--- src/rtl/sqrt_iter_q16_if.sv ---
// Handshake bundle for the iterative Q16.16 square-root unit.
// The operand enters on in_valid/in_ready/in_data. The root leaves on
// out_valid/out_ready/out_data. busy shows that an operation is in flight.
//   master: drives in_valid, in_data, out_ready (the producer/consumer side)
//   slave : drives in_ready, out_valid, out_data, busy (the sqrt unit)
interface sqrt_iter_q16_if #(
  parameter int BIT_WIDTH = 32
);
  logic                 in_valid;
  logic                 in_ready;
  logic [BIT_WIDTH-1:0] in_data;
  logic                 out_valid;
  logic                 out_ready;
  logic [BIT_WIDTH-1:0] out_data;
  logic                 busy;

  modport master (
    output in_valid, in_data, out_ready,
    input  in_ready, out_valid, out_data, busy
  );

  modport slave (
    input  in_valid, in_data, out_ready,
    output in_ready, out_valid, out_data, busy
  );
endinterface

--- src/rtl/sqrt_iter_q16.sv ---
// Iterative unsigned fixed-point square root, producing one root bit per clock.
// It uses the radix-2 digit-by-digit method. The radicand in_data * 2^FRAC_BITS
// is consumed two bits per iteration. The result has the same Q format as the
// input. The latency is fixed at ROOT_W cycles from acceptance to out_valid,
// and only one operation is in flight at a time.
// Ports:
//   clk   - rising-edge clock
//   reset - synchronous, active-low
//   bus   - sqrt_iter_q16_if.slave: in_valid/in_ready/in_data,
//           out_valid/out_ready/out_data, busy (high in CALC or DONE)
// Parameters: BIT_WIDTH, FRAC_BITS, and ROUND (0 = floor, 1 = round to nearest).
module sqrt_iter_q16 #(
  parameter int BIT_WIDTH = 32,
  parameter int FRAC_BITS = 16,
  parameter int ROUND     = 0
) (
  input  logic             clk,
  input  logic             reset,
  sqrt_iter_q16_if.slave   bus
);
  localparam int RAD_W  = BIT_WIDTH + FRAC_BITS;
  localparam int ROOT_W = RAD_W / 2;
  localparam int REM_W  = ROOT_W + 2;
  localparam int CNT_W  = $clog2(ROOT_W + 1);

  localparam logic [1:0] ST_IDLE = 2'd0;
  localparam logic [1:0] ST_CALC = 2'd1;
  localparam logic [1:0] ST_DONE = 2'd2;

  generate
    if ((RAD_W % 2) != 0) begin : g_bad_width
      $error("sqrt_iter_q16: BIT_WIDTH+FRAC_BITS must be even");
    end
    if (ROOT_W + 1 > BIT_WIDTH) begin : g_bad_frac
      $error("sqrt_iter_q16: rounded root does not fit in BIT_WIDTH");
    end
  endgenerate

  logic [1:0]           state_reg, state_next;
  logic [RAD_W-1:0]     rad_reg, rad_next;
  logic [REM_W-1:0]     rem_reg, rem_next;
  logic [ROOT_W-1:0]    root_reg, root_next;
  logic [CNT_W-1:0]     count_reg, count_next;
  logic [BIT_WIDTH-1:0] out_data_reg, out_data_next;

  // One iteration. The partial remainder is kept two bits wider than the
  // root, and the extra two bits of rem_s only absorb the shift. The
  // invariant rem <= 2*root keeps the truncated difference exact.
  logic [REM_W+1:0]     rem_s, trial;
  logic                 take;
  logic [REM_W-1:0]     rem_iter;
  logic [ROOT_W-1:0]    root_iter;
  logic                 round_up;
  logic [BIT_WIDTH-1:0] result;

  always_comb begin
    rem_s     = {rem_reg, rad_reg[RAD_W-1 -: 2]};
    trial     = (REM_W+2)'({root_reg, 2'b01});
    take      = (rem_s >= trial);
    rem_iter  = take ? REM_W'(rem_s - trial) : REM_W'(rem_s);
    root_iter = {root_reg[ROOT_W-2:0], take};
    // A final remainder larger than the root means that sqrt >= root + 0.5.
    round_up  = (ROUND != 0) && (rem_iter > REM_W'(root_iter));
    result    = BIT_WIDTH'(root_iter) + BIT_WIDTH'(round_up);
  end

  always_comb begin
    state_next    = state_reg;
    rad_next      = rad_reg;
    rem_next      = rem_reg;
    root_next     = root_reg;
    count_next    = count_reg;
    out_data_next = out_data_reg;
    case (state_reg)
      ST_IDLE: begin
        if (bus.in_valid) begin
          rad_next   = {bus.in_data, {FRAC_BITS{1'b0}}};
          rem_next   = '0;
          root_next  = '0;
          count_next = CNT_W'(ROOT_W - 1);
          state_next = ST_CALC;
        end
      end
      ST_CALC: begin
        rem_next  = rem_iter;
        root_next = root_iter;
        rad_next  = {rad_reg[RAD_W-3:0], 2'b00};
        if (count_reg == '0) begin
          // Latch the result once, so that it holds steady under backpressure.
          out_data_next = result;
          state_next    = ST_DONE;
        end else begin
          count_next = count_reg - CNT_W'(1);
        end
      end
      ST_DONE: begin
        if (bus.out_ready) begin
          state_next = ST_IDLE;
        end
      end
      default: state_next = ST_IDLE;
    endcase
  end

  always_ff @(posedge clk) begin
    if (!reset) begin
      state_reg    <= ST_IDLE;
      rad_reg      <= '0;
      rem_reg      <= '0;
      root_reg     <= '0;
      count_reg    <= '0;
      out_data_reg <= '0;
    end else begin
      state_reg    <= state_next;
      rad_reg      <= rad_next;
      rem_reg      <= rem_next;
      root_reg     <= root_next;
      count_reg    <= count_next;
      out_data_reg <= out_data_next;
    end
  end

  // in_ready is gated by reset, so that no operand is taken while reset is held.
  assign bus.in_ready  = reset && (state_reg == ST_IDLE);
  assign bus.out_valid = (state_reg == ST_DONE);
  assign bus.busy      = (state_reg != ST_IDLE);
  assign bus.out_data  = out_data_reg;
endmodule
--- src/flat_wrapper.sv ---
// flat-port wrapper written by rule: the top's interface ports become plain ports
module sqrt_iter_q16_flat 
#(
  parameter int BIT_WIDTH = 32,
  parameter int FRAC_BITS = 16,
  parameter int ROUND     = 0
)
  (clk, reset, bus_in_valid, bus_in_data, bus_out_ready, bus_in_ready, bus_out_valid, bus_out_data, bus_busy);
  sqrt_iter_q16_if #(.BIT_WIDTH(BIT_WIDTH)) bus_i ();
  input  logic clk;
  input  logic reset;
  input wire logic [$bits(bus_i.in_valid)-1:0] bus_in_valid;
  input wire logic [$bits(bus_i.in_data)-1:0] bus_in_data;
  input wire logic [$bits(bus_i.out_ready)-1:0] bus_out_ready;
  output wire logic [$bits(bus_i.in_ready)-1:0] bus_in_ready;
  output wire logic [$bits(bus_i.out_valid)-1:0] bus_out_valid;
  output wire logic [$bits(bus_i.out_data)-1:0] bus_out_data;
  output wire logic [$bits(bus_i.busy)-1:0] bus_busy;
  assign bus_i.in_valid = bus_in_valid;
  assign bus_i.in_data = bus_in_data;
  assign bus_i.out_ready = bus_out_ready;
  assign bus_in_ready = bus_i.in_ready;
  assign bus_out_valid = bus_i.out_valid;
  assign bus_out_data = bus_i.out_data;
  assign bus_busy = bus_i.busy;
  sqrt_iter_q16 #(.BIT_WIDTH(BIT_WIDTH), .FRAC_BITS(FRAC_BITS), .ROUND(ROUND)) u_core (.clk(clk), .reset(reset), .bus(bus_i));
endmodule
--- config.mk ---
export PLATFORM = sky130hd
export DESIGN_NAME = sqrt_iter_q16_flat
export DESIGN_NICKNAME = d
export VERILOG_FILES = /design/src/rtl/sqrt_iter_q16_if.sv /design/src/rtl/sqrt_iter_q16.sv /design/src/flat_wrapper.sv
export SDC_FILE = /design/constraint.sdc
export NUM_CORES = 1
export LEC_CHECK = 0
export CORE_MARGIN = 2
export CORE_UTILIZATION = 45
export CTS_CLUSTER_DIAMETER = 40
export DETAILED_ROUTE_END_ITERATION = 12
export PLACE_DENSITY = 0.76
export REMOVE_ABC_BUFFERS = 1
export SLEW_MARGIN = 20
export SYNTH_ARGS = -nofsm -noshare
export SYNTH_HDL_FRONTEND = slang
export SYNTH_SLANG_ARGS = --single-unit
--- constraint.sdc ---
create_clock -name clk -period 7.6 [get_ports clk]
set_input_delay 1.52 -clock clk [delete_from_list [all_inputs] [get_ports clk]]
set_output_delay 1.52 -clock clk [all_outputs]
set_load 0.05 [all_outputs]
==> results.json <==
{
  "status": "complete, no violations",
  "synthCells": 745,
  "wl_per_cell_um": 14.02,
  "drtPass1Iterations": 5,
  "synth_seq_cells": 113,
  "drtIter0Drc": 293,
  "slowest_delay_ps": 790,
  "htreeDepth": 4,
  "drc": 0,
  "cts_sinks": 113,
  "io_pins": 71,
  "clockBufferDepth": 2,
  "synth_area_leader_cell": "dfxtp_1",
  "dp.final_hpwl_mm": 8.875,
  "cts_tree": "done",
  "cp_cell_sequence": "buf_2 -> and2_1 -> clkdlybuf4s50_1",
  "mostFrequentLayoutCell": "dfxtp_1",
  "hold_viol": 0,
  "dieArea_sq_um": 14680,
  "diodes": 0,
  "hold_ws_ps": 451.1,
  "worst_setup_path_end_kind": "output port",
  "antenna_found_initial": 0,
  "yosys_most_used_dff": "dfxtp_1",
  "fillCellCount": 1244,
  "clk_pin_slew_ps": 50,
  "insertion_delay_ps": 410,
  "synth_top_cell_area_share_pct": 36.63,
  "grt_pass1_wl_mm": 23.36,
  "numCtsBuffers": 17,
  "setup_viol": 0,
  "largest_register_ff_count": 32,
  "maxSlewViolCount": 0,
  "cp_slowest_cell": "clkdlybuf4s50_1",
  "wl_mm": 13.49,
  "power_uw": 3312,
  "rsz0062_at_grt": "false",
  "port_buffers": 62,
  "ir_drop_mv": 0.2434,
  "vias_per_cell": 5.417,
  "synth_edf_count": 0,
  "grt-ovfl-total": 0,
  "crit_type": "in2out",
  "yosys_warnings": 0,
  "cts-root-buf": "clkbuf_16",
  "drv_cap": 0,
  "area_growth_pct": 19.25,
  "ys_types": 60,
  "cp-start-kind": "primary input",
  "core_sq_um": 13350,
  "place_ws_ps": 3260,
  "grt_max_degree": 75,
  "postRouteAntennaNets": 0,
  "synth.area.top_cells": "dfxtp_1 37%, nor2b_1 5.9%, ha_1 5.7%",
  "initial_utilization_pct": 46.27,
  "grt_pass1_vias": 5086,
  "grtUsageTotal_pct": 19.52,
  "slew_headroom_pct": 33.89,
  "power_density_nw_per_um2": 449.7,
  "die_w_um": 121.2,
  "post-route-period-util_pct": 57.23,
  "dieHeight_um": 121.2,
  "final_cell_mix": "112 x dfxtp_1, 90 x nand2_1, 61 x clkdlybuf4s50_1",
  "async_flop_share_pct": 0,
  "fin_util_pct": 55.17,
  "drive_gt1_share_pct": 9.033,
  "fin_nets": 839,
  "rows": 42,
  "fin_tns_setup_ps": 0,
  "yosysSeqAreaShare_pct": 36.63,
  "worst_ep_required_time_ps": 6080,
  "gp_congestion": 0.8930,
  "synth.avg_cell_area_sq_um": 8.290,
  "fin_skew_ps": 6.957,
  "vias": 5211,
  "fin_ws_ps": 3250,
  "max_slew.worst_pin.slew_ps": 991.7,
  "cp.arrival_ps": 2830,
  "max_freq_mhz": 229.9,
  "postCtsSetupBuffers": 0,
  "worstPathMaxFanout": 18,
  "hold_class": "reg2reg",
  "period_minus_slack_ps": 4350,
  "mappedNetlistArea_sq_um": 6176,
  "cts_hold_buf": 0,
  "cts_resized": 0,
  "p_leak_uw": 0.002905
}
-- where the power goes --
group	internal (uW)	switching [uW]	leakage (uW)	total, uW
combinational	831	996	0.00171	1830
clock	492	254	0.000270	747
sequential	673	65.6	0.000922	738
-- layout make-up --
type	count	area [sq um]	area share, %
multi-input combinational	539	3531	47.94
sequential	113	2263	30.73
timing repair buffer	68	660.6	8.970
clock buffer	24	471.7	6.405
tap	176	220.2	2.990
inverter	36	135.1	1.835
clock inverter	6	82.58	1.121
-- synth_stat cells, drive strengths merged, types with 2 or more instances --
library cell	n
o21ai	33
a21boi	25
nand3	6
o31ai	4
inv	36
nand2	91
ha	28
clkbuf	49
a21o	12
nor2	42
and2	8
nor2b	58
dfxtp	113
o211ai	2
nand4	6
nor4	2
mux2i	17
buf	15
a21oi	60
or2	3
nor3	6
xnor2	14
o211a	4
xor2	14
a32oi	6
o21a	4
or3	3
a22oi	23
nand2b	2
o21bai	5
and3	3
o221a	30
-- cells by family (layout without fill, tap and decap cells) --
logic type | after synthesis | count (layout) | share of synthesized area, %
flip-flops | 113 | 113 | 36.63
other | 1 | 8 | 0.06072
multiplexers | 18 | 18 | 2.938
AO/OA/AOI/OAI | 220 | 220 | 25.22
XOR/XNOR | 28 | 28 | 3.971
buffers and inverters | 100 | 134 | 6.706
AND/OR/NAND/NOR | 237 | 237 | 18.80
adder cells (fa/ha/maj) | 28 | 28 | 5.673
-- per-stage QoR --
stage          cell area [sq um]  instances
2_1_floorplan               5923        688
3_3_place_gp                6810        932
3_5_place_dp                6810        932
4_1_cts                     7365        962
5_1_grt                     7365        962
6_report                    7365        962
-- final timing paths --
kind / from / end / slack (ps) / depth (start not counted)
worst min-delay path: u_core.rem_reg[24] / u_core.rem_reg[24] / 450 / 2
worst max-delay path: reset / bus_in_ready / 3250 / 3
worst min register to register: u_core.rem_reg[24] / u_core.rem_reg[24] / 450 / 2
worst max register to register: u_core.root_reg[0] / u_core.rem_reg[12] / 3700 / 12
-- metal layers --
layer | track usage, % | vias to the layer above | share of wire [%]
met4 | 7.256 | 0 | 2.3
met1 | 24.33 | 2408 | 47
li1 | - | 2649 | -
met5 | 0 | - | 0
met3 | 4.840 | 23 | 4.3
met2 | 32.58 | 131 | 47
-- critical path, delay by kind of cell --
| kind | cells | cell delay (ps) |
|---|---|---|
| buf+inv | 2 | 1110 |
| simple gates | 1 | 190 |
No activity file was read; power rests on OpenSTA's default activity.
